--- src/rtl/dmem_mmio.sv ---
// Data-memory stage for the pipelined ARM core: word RAM with byte-lane
// stores plus a four-register MMIO window (cycle counter, LEDs, store
// counter, sticky access-error flag). Loads are combinational.
module dmem_mmio #(
  parameter int          DEPTH     = 64,
  parameter logic [31:0] MMIO_BASE = 32'hFFFF_0000
) (
  input  logic        clk,
  input  logic        reset,
  input  logic        MemWrite,
  input  logic [31:0] ALUResult,
  input  logic [31:0] WriteData,
  input  logic        BEDmem,
  output logic [31:0] ReadData,
  output logic [7:0]  Led,
  output logic        Err
);

  localparam int AW = $clog2(DEPTH);

  localparam logic [1:0] REG_CYCLE  = 2'd0;
  localparam logic [1:0] REG_LED    = 2'd1;
  localparam logic [1:0] REG_STORES = 2'd2;
  localparam logic [1:0] REG_ERR    = 2'd3;

  logic [31:0]   mem [DEPTH];

  logic          ram_hit;
  logic          mmio_hit;
  logic [AW-1:0] idx;
  logic [1:0]    reg_sel;
  logic [1:0]    lane;
  logic [3:0]    ram_be;
  logic [31:0]   ram_wdata;
  logic [31:0]   rd_word;
  logic [31:0]   rd_shift;
  logic          err_set;
  logic          err_clr;

  logic [31:0]   cycle_q, cycle_d;
  logic [7:0]    led_q, led_d;
  logic [31:0]   stores_q, stores_d;
  logic          err_q, err_d;

  assign ram_hit  = (ALUResult[31:AW+2] == '0);
  assign mmio_hit = (ALUResult[31:4] == MMIO_BASE[31:4]);
  assign idx      = ALUResult[AW+1:2];
  assign reg_sel  = ALUResult[3:2];
  assign lane     = ALUResult[1:0];

  // Store lane enables and lane-replicated store data for the RAM
  always_comb begin
    ram_be    = 4'b0000;
    ram_wdata = BEDmem ? {4{WriteData[7:0]}} : WriteData;
    if (MemWrite && ram_hit)
      ram_be = BEDmem ? (4'b0001 << lane) : 4'b1111;
  end

  // RAM write port; gating on reset drops a store caught by reset at the edge
  always_ff @(posedge clk) begin
    if (reset) begin
      for (int i = 0; i < 4; i++)
        if (ram_be[i]) mem[idx][8*i +: 8] <= ram_wdata[8*i +: 8];
    end
  end

  // Load path: select word source, then optional byte-lane extraction
  always_comb begin
    rd_word = 32'h0;
    if (ram_hit) begin
      rd_word = mem[idx];
    end else if (mmio_hit) begin
      case (reg_sel)
        REG_CYCLE:  rd_word = cycle_q;
        REG_LED:    rd_word = {24'h0, led_q};
        REG_STORES: rd_word = stores_q;
        default:    rd_word = {31'h0, err_q};
      endcase
    end
    rd_shift = rd_word >> {lane, 3'b000};
    ReadData = BEDmem ? {24'h0, rd_shift[7:0]} : rd_word;
  end

  // Next-state for MMIO registers and the error flag (set beats clear)
  always_comb begin
    cycle_d  = cycle_q + 32'd1;
    led_d    = led_q;
    stores_d = stores_q;
    err_set  = (!BEDmem && (lane != 2'b00) && (MemWrite || ram_hit || mmio_hit))
             || (MemWrite && !ram_hit && !mmio_hit);
    err_clr  = MemWrite && mmio_hit && (reg_sel == REG_ERR) && !WriteData[0];
    if (MemWrite && mmio_hit && (reg_sel == REG_CYCLE)) cycle_d = 32'h0;
    if (MemWrite && mmio_hit && (reg_sel == REG_LED))   led_d   = WriteData[7:0];
    if (MemWrite && ram_hit) stores_d = stores_q + 32'd1;
    if (err_set)      err_d = 1'b1;
    else if (err_clr) err_d = 1'b0;
    else              err_d = err_q;
  end

  // MMIO register state with asynchronous active-low reset
  always_ff @(posedge clk or negedge reset) begin
    if (!reset) begin
      cycle_q  <= 32'h0;
      led_q    <= 8'h0;
      stores_q <= 32'h0;
      err_q    <= 1'b0;
    end else begin
      cycle_q  <= cycle_d;
      led_q    <= led_d;
      stores_q <= stores_d;
      err_q    <= err_d;
    end
  end

  assign Led = led_q;
  assign Err = err_q;

endmodule
--- config.mk ---
export PLATFORM = sky130hd
export DESIGN_NAME = dmem_mmio
export DESIGN_NICKNAME = d
export VERILOG_FILES = /design/src/rtl/dmem_mmio.sv
export SDC_FILE = /design/constraint.sdc
export NUM_CORES = 2
export LEC_CHECK = 0
export ABC_AREA = 1
export CAP_MARGIN = 20
export CORE_UTILIZATION = 30
export DETAILED_ROUTE_END_ITERATION = 12
export HOLD_SLACK_MARGIN = 0.1
export RECOVER_POWER = 25
export SYNTH_ARGS = -nofsm -noshare
export SYNTH_HDL_FRONTEND = slang
export SYNTH_SLANG_ARGS = --single-unit
--- constraint.sdc ---
create_clock -name clk -period 2.05 [get_ports clk]
set_clock_uncertainty 0.1 [all_clocks]
set_input_delay 0.3075 -clock clk [delete_from_list [all_inputs] [get_ports clk]]
set_output_delay 0.3075 -clock clk [all_outputs]
set_load 0.005 [all_outputs]
Word level (Yosys, flattened, before mapping)
Memories as Yosys holds them, arrays and structs flattened. Index checks and enable logic that the tools add are counted.

Bits in registers: 73. RAM bits: 2048. Input port bits: 68. Logic and storage cells: 56. Memories: 1.

Memory list: mem (words 64, width 32, read ports 1, clocked after Yosys merged registers in 0, write ports 1, RTL line 26) `logic [31:0] mem [DEPTH];`.

$add $sub $neg: 2. Equal/unequal tests: 4. Shifts and indexed selects: 2. Muxes and demuxes: 22. Reductions and logical operators: 21.

Operator list (number): 32-bit 2-to-1 mux (5); 32-bit case mux with 3 select lines (1); 32-bit by 1-bit adder with 32-bit output, second input constant (2); 32-bit by 5-bit right shift with 8-bit output (1); 28-bit equality test, second input constant (1); 24-bit zero test (1); 1-bit 2-to-1 mux (14); 1-bit logical AND (10); 4-bit 2-to-1 mux (2); 2-bit equality test, second input constant (2); 1-bit zero test (4); 2-bit nonzero test (2); 1-bit by 2-bit left shift with 4-bit output, first input constant (1); 1-bit logical OR (3); 2-bit by 1-bit equality test with 1-bit output, second input constant (1); 2-bit zero test (1).

Longest topological paths before layout
Depth after elaboration: 6. Mapped depth: 20. Depth with buffers taken out: 19.

Least setup slack after synthesis
Ideal clock, no wire load.

Kind: input to register. From: input port ALUResult[11]. To: memory mem[25][10] (enable). Library setup time: 0.370 ns. Arrival time: 1.977 ns. Data required time: 1.580 ns. Path slack: -0.397 ns. Cell stages on the path: 10. Buffers on the path: 1. Cells stage by stage: nor2_1 > nand2_1 > nor2_1 > nand3_1 > nor2_4 > inv_1 > nor2_1 > o21ai_1 > clkbuf_1 > nor2_1.

Longest elaborated chain between the ends: 6.

Ends and longest elaborated chain: start: declaration (RTL line 11) `input logic [31:0] ALUResult,`; 24-bit zero test (RTL line 45) `assign ram_hit = (ALUResult[31:AW+2] == '0);`; 1-bit logical AND (RTL line 55) `if (MemWrite && ram_hit)`; 4-bit 2-to-1 mux (RTL line 55); 1-bit 2-to-1 mux (RTL line 63) `if (ram_be[i]) mem[idx][8*i +: 8] <= ram_wdata[8*i +: 8];`; 1-bit 2-to-1 mux (RTL line 61) `if (reset) begin`; 1-bit 2-to-1 mux (implied by the code) (RTL line 63); end: declaration (RTL line 26).

Every way passes these cells.

Worst setup path after layout
From: memory mem[7][28]. To: output port ReadData[4].

Longest elaborated chain between the ends: 4.

Ends and longest elaborated chain: memory 64 x 32 bit; 32-bit 2-to-1 mux (RTL line 70) `if (ram_hit) begin`; 32-bit by 5-bit right shift with 8-bit output (RTL line 80) `rd_shift = rd_word >> {lane, 3'b000};`; 32-bit 2-to-1 mux (RTL line 81) `ReadData = BEDmem ? {24'h0, rd_shift[7:0]} : rd_word;`; end: declaration (RTL line 14) `output logic [31:0] ReadData,`.

Every way passes these cells.

==> reports/results.txt <==
The flow ran to the end, but the final reports show violations. The final reports fail on capacitance limit, slew limit, setup timing. The clock net in this run drives a total of 2121 sinks. The fraction of synthesis flops using an asynchronous set or reset pin came out at 0.03442. The die extent in y came out at 540.4 um.

The worst setup path is captured at a primary output. The insertion delay of the later-clocked pin in the worst-skew pair came out at 880 ps. The number of antenna violations at the first check in global routing came out at 6. The tools report the total of endpoints with negative setup slack in the final report as 1171.

By startpoint and endpoint, the worst setup path is classified as flip-flop to primary output. Summed over all cells, the static leakage comes to 42.55 nW. For the pin with the worst max-slew slack, the measured transition is 1511 ps. The fraction of final layout cells with drive strength greater than 1 was 0.2447; the clock-pin transition on the worst setup and hold timing paths was 60 ps.

In this run the most critical hold path is launched from ALUResult[16]. Setup total negative slack on the finished layout was measured at -179180 ps. The number of different library cells used by synthesis comes to 40.

Synthesis produced a netlist whose cell count is 7668. For the initial standard-cell utilization of the core, the log shows 0.3018. STA puts the critical path data required time at 1640 ps. The initialized floorplan defines 197 standard-cell rows. Counting the fill cells in the layout gives 26596. The run gives 6860 as the starting DRC count in detailed routing.

When the netlist entered floorplanning its net count stood at 7738. The overall via count from detail_route was 63535; the number of iterations in the first detailed-routing pass was 6. The total of buffers placed on input and output ports was 108; the post-route DRC violation count was 0. 109 I/O pins were placed. The worst register-to-register path begins at cycle_q[1].

Timing would allow up to 0.3070 GHz. The first global-routing pass estimated 425900 um of wire. The path with the worst hold slack has its endpoint at Err. The worst setup path is launched from a flip-flop.

The power density over the cells is 809.6 mW/mm^2, and the x dimension of the die is 540.4 um. The final critical delay including setup and external delays was 3258 ps; the number of nets with antenna violations after detailed routing was 0. The core region is 0.2881 mm^2.

The run gives 0.7596 mV as the maximum ir drop on the vdd rail. The area growth from synthesis to layout is 32.83%. Along the worst hold path, the cell count comes to 8. The tools report the count of pins over their slew limit as 66.

The number of nets in the layout is 8823, and the synthesized flop and latch total is 2121. In this run the number of H-tree levels came out at 4. The max-capacitance violation count was 1. The average footprint of a synthesized cell was 11.34 um^2; the setup slack of the worst register-to-register path was -240 ps.

Setup repair after global routing could not meet its margin everywhere. The path type of the worst min-delay path was primary input to flip-flop. The synthesized design contains 2048 enable-type register cells. The tools report the number of buffers created by CTS as 212.

The run gives 203700 um as the final HPWL from detailed placement. TritonCTS built the clock tree. For this block, the routed nets add up to 294200 um of wire. Counting cells, the worst reg-to-reg path comes to 13. For the total routing resource utilization after global routing, the log shows 0.1978.

The part of the cycle the worst path needs is 1.589, and the worst endpoint data arrival time is 2850 ps. For this run the aggregate overflow at the end of global routing stands at 0. The tools report the part of the Yosys area used for sequential elements as 0.7282.

Routability-driven placement finished with a final weighted congestion of 0.9593. Entering global routing, the biggest net connects 66 pins. The area of the die came out at 0.2920 mm^2. In this run the critical register-to-register path is captured at cycle_q[24].

Hold is met by 154.6 ps. For the maximum buffer depth of the clock tree, the log shows 3. The run gives -1208 ps as the worst-case setup margin in the final layout. The netlist area before placement is 0.08696 mm^2.

The number of global-route vias before repair is 61475, and the number of vias per cell after detailed routing is 4.997. The logs give -0.007360 for the relative slew slack and 0 for the number of warnings issued by yosys. The clock root buffer is sky130_fd_sc_hd__clkbuf_16. In this run the worst path has a maximum fanout of 2. For the hold violation count in the final report, the log shows 0.

Among all flip-flop cells after synthesis, the most frequent one is sky130_fd_sc_hd__edfxtp_1. After detailed routing, the average wire length per cell comes to 23.14 um.
## power breakdown
| group | switching, mW | leakage [nW] | total, mW | internal [mW] |
|---|---|---|---|---|
| Combinational | 4.94 | 20.4 | 7.40 | 2.46 |
| Sequential | 0.00000296 | 18.8 | 47.7 | 47.7 |
| Clock | 16.8 | 3.32 | 38.4 | 21.6 |
## sequential cells by signal (all words and copies together) (netlist names)
signal and cells:
Err 1, Led 8, cycle_q 32, mem 2048, stores_q 32
## worst max path at each step
stage	from	to	slack, ps
after floorplan	ALUResult[11]	mem[10][24]	-290
after detailed placement	ALUResult[6]	ReadData[23]	-2060
final	mem[7][28]	ReadData[4]	-1210
after global routing	mem[7][28]	ReadData[4]	-1310
after CTS	mem[7][28]	ReadData[4]	-1250
after global placement	ALUResult[6]	ReadData[7]	-2110
## final cells by class
class,count,area (um^2),share of cell area
Antenna cell,3,7.507,0.00006499
Clock buffer,261,5542,0.04797
Clock inverter,131,1265,0.01095
Inverter,205,819.5,0.007095
Multi-Input combinational cell,4926,24240,0.2099
Sequential cell,2121,63330,0.5482
Tap cell,3781,4731,0.04095
Timing Repair Buffer,1287,15580,0.1349
## critical path: stages (launching register included)
cell	delay (ps)
sky130_fd_sc_hd__edfxtp_1	370
sky130_fd_sc_hd__inv_1	60
sky130_fd_sc_hd__nor2_1	30
sky130_fd_sc_hd__a21oi_1	130
sky130_fd_sc_hd__nand4_1	170
sky130_fd_sc_hd__nand3_1	140
sky130_fd_sc_hd__nand2_2	100
sky130_fd_sc_hd__inv_2	80
sky130_fd_sc_hd__nand2_4	60
sky130_fd_sc_hd__o21ai_4	250
sky130_fd_sc_hd__buf_12	170
sky130_fd_sc_hd__nand2_2	40
sky130_fd_sc_hd__nand2_1	60
sky130_fd_sc_hd__nand2_2	60
sky130_fd_sc_hd__nand2_2	70
sky130_fd_sc_hd__nand2_2	50
sky130_fd_sc_hd__buf_2	120
## synth_stat cells (5+ instances only)
master | number | area share
sky130_fd_sc_hd__nand2_1 | 3301 | 0.14
sky130_fd_sc_hd__edfxtp_1 | 2048 | 0.71
sky130_fd_sc_hd__nand3_1 | 432 | 0.025
sky130_fd_sc_hd__nor2_1 | 421 | 0.018
sky130_fd_sc_hd__nand4_1 | 336 | 0.024
sky130_fd_sc_hd__buf_2 | 207 | 0.012
sky130_fd_sc_hd__inv_1 | 197 | 0.0085
sky130_fd_sc_hd__a21oi_1 | 146 | 0.0084
sky130_fd_sc_hd__clkbuf_1 | 125 | 0.0054
sky130_fd_sc_hd__buf_1 | 74 | 0.0032
sky130_fd_sc_hd__dfrtp_1 | 73 | 0.021
sky130_fd_sc_hd__xor2_1 | 53 | 0.0053
sky130_fd_sc_hd__o21ai_0 | 50 | 0.0029
sky130_fd_sc_hd__a22oi_1 | 40 | 0.0035
sky130_fd_sc_hd__o21ai_1 | 27 | 0.0016
sky130_fd_sc_hd__nor3_1 | 19 | 0.0011
sky130_fd_sc_hd__o211ai_1 | 18 | 0.0016
sky130_fd_sc_hd__o22ai_1 | 16 | 0.0012
sky130_fd_sc_hd__nor4_1 | 14 | 0.0010
sky130_fd_sc_hd__o221ai_1 | 14 | 0.0014
sky130_fd_sc_hd__buf_4 | 9 | 0.00078
sky130_fd_sc_hd__mux2_2 | 8 | 0.0010
sky130_fd_sc_hd__inv_2 | 5 | 0.00022
## placed cells by master, fill, tap and decap left out, types with 17 or more instances in the layout
| cell type | synthesis | routed |
|---|---|---|
| sky130_fd_sc_hd__buf_4 | 9 | 664 |
| sky130_fd_sc_hd__clkinv_1 | 3 | 43 |
| sky130_fd_sc_hd__dfrtp_1 | 73 | 72 |
| sky130_fd_sc_hd__a21oi_2 | 0 | 20 |
| sky130_fd_sc_hd__buf_12 | 0 | 434 |
| sky130_fd_sc_hd__xor2_1 | 53 | 53 |
| sky130_fd_sc_hd__dlymetal6s2s_1 | 0 | 24 |
| sky130_fd_sc_hd__a21oi_1 | 146 | 118 |
| sky130_fd_sc_hd__nor2_2 | 4 | 147 |
| sky130_fd_sc_hd__nor2_1 | 421 | 137 |
| sky130_fd_sc_hd__buf_6 | 1 | 47 |
| sky130_fd_sc_hd__nand2_4 | 0 | 47 |
| sky130_fd_sc_hd__clkdlybuf4s50_1 | 0 | 27 |
| sky130_fd_sc_hd__o21ai_0 | 50 | 44 |
| sky130_fd_sc_hd__clkbuf_1 | 125 | 56 |
| sky130_fd_sc_hd__o21ai_4 | 0 | 17 |
| sky130_fd_sc_hd__nand4_1 | 336 | 336 |
| sky130_fd_sc_hd__nor2_4 | 3 | 144 |
| sky130_fd_sc_hd__edfxtp_1 | 2048 | 2048 |
| sky130_fd_sc_hd__a22oi_1 | 40 | 38 |
| sky130_fd_sc_hd__nand2_2 | 1 | 130 |
| sky130_fd_sc_hd__nand3_2 | 1 | 95 |
| sky130_fd_sc_hd__o211ai_1 | 18 | 18 |
| sky130_fd_sc_hd__nand2_1 | 3301 | 3124 |
| sky130_fd_sc_hd__inv_1 | 197 | 186 |
| sky130_fd_sc_hd__buf_2 | 207 | 30 |
| sky130_fd_sc_hd__clkbuf_16 | 0 | 215 |
| sky130_fd_sc_hd__clkinv_2 | 0 | 47 |
| sky130_fd_sc_hd__bufinv_16 | 0 | 19 |
| sky130_fd_sc_hd__nand3_1 | 432 | 326 |
## metal layers
layer,up-vias,share of wire,global-route usage
li1,28618,-,-
met1,31576,0.41,0.2661
met2,2854,0.46,0.3125
met3,487,0.091,0.03975
met4,0,0.042,0.07766
met5,-,0,0
## kinds of logic (layout without fill, tap and decap cells)
kind of cell | count (synthesis) | after routing | synth area share
fa+ha+maj | 2 | 2 | 0.0002877
mux | 8 | 8 | 0.001036
simple gates | 4540 | 4540 | 0.2134
other cells | 0 | 3 | 0
xor+xnor | 56 | 56 | 0.005640
flops | 2121 | 2121 | 0.7282
compound gates | 320 | 320 | 0.02124
buf+inv | 621 | 1884 | 0.03026
## stage by stage
stage                 util  std cells  setup slack, ps  total power, mW  area, um^2
CTS                 0.3990      12699            -1249            93.83      115000
detailed placement  0.3689      12261            -2061            55.66      106300
global placement    0.3689      12261            -2114            55.59      106300
global route        0.4009      12712            -1308            96.01      115500
finish              0.4009      12715            -1208            93.52      115500
floorplan                -       7668           -294.8            51.54       88270
## timing repair
action                     4_1_cts  5_1_grt
hold endpoints to repair       489        0
setup endpoints to repair     1917     2094
resized for setup              528      202
setup buffers                   39       22
hold buffers                    10        0
pin swaps                      181      151
gates cloned                     5        1
No activity file was read; power rests on OpenSTA's default activity.
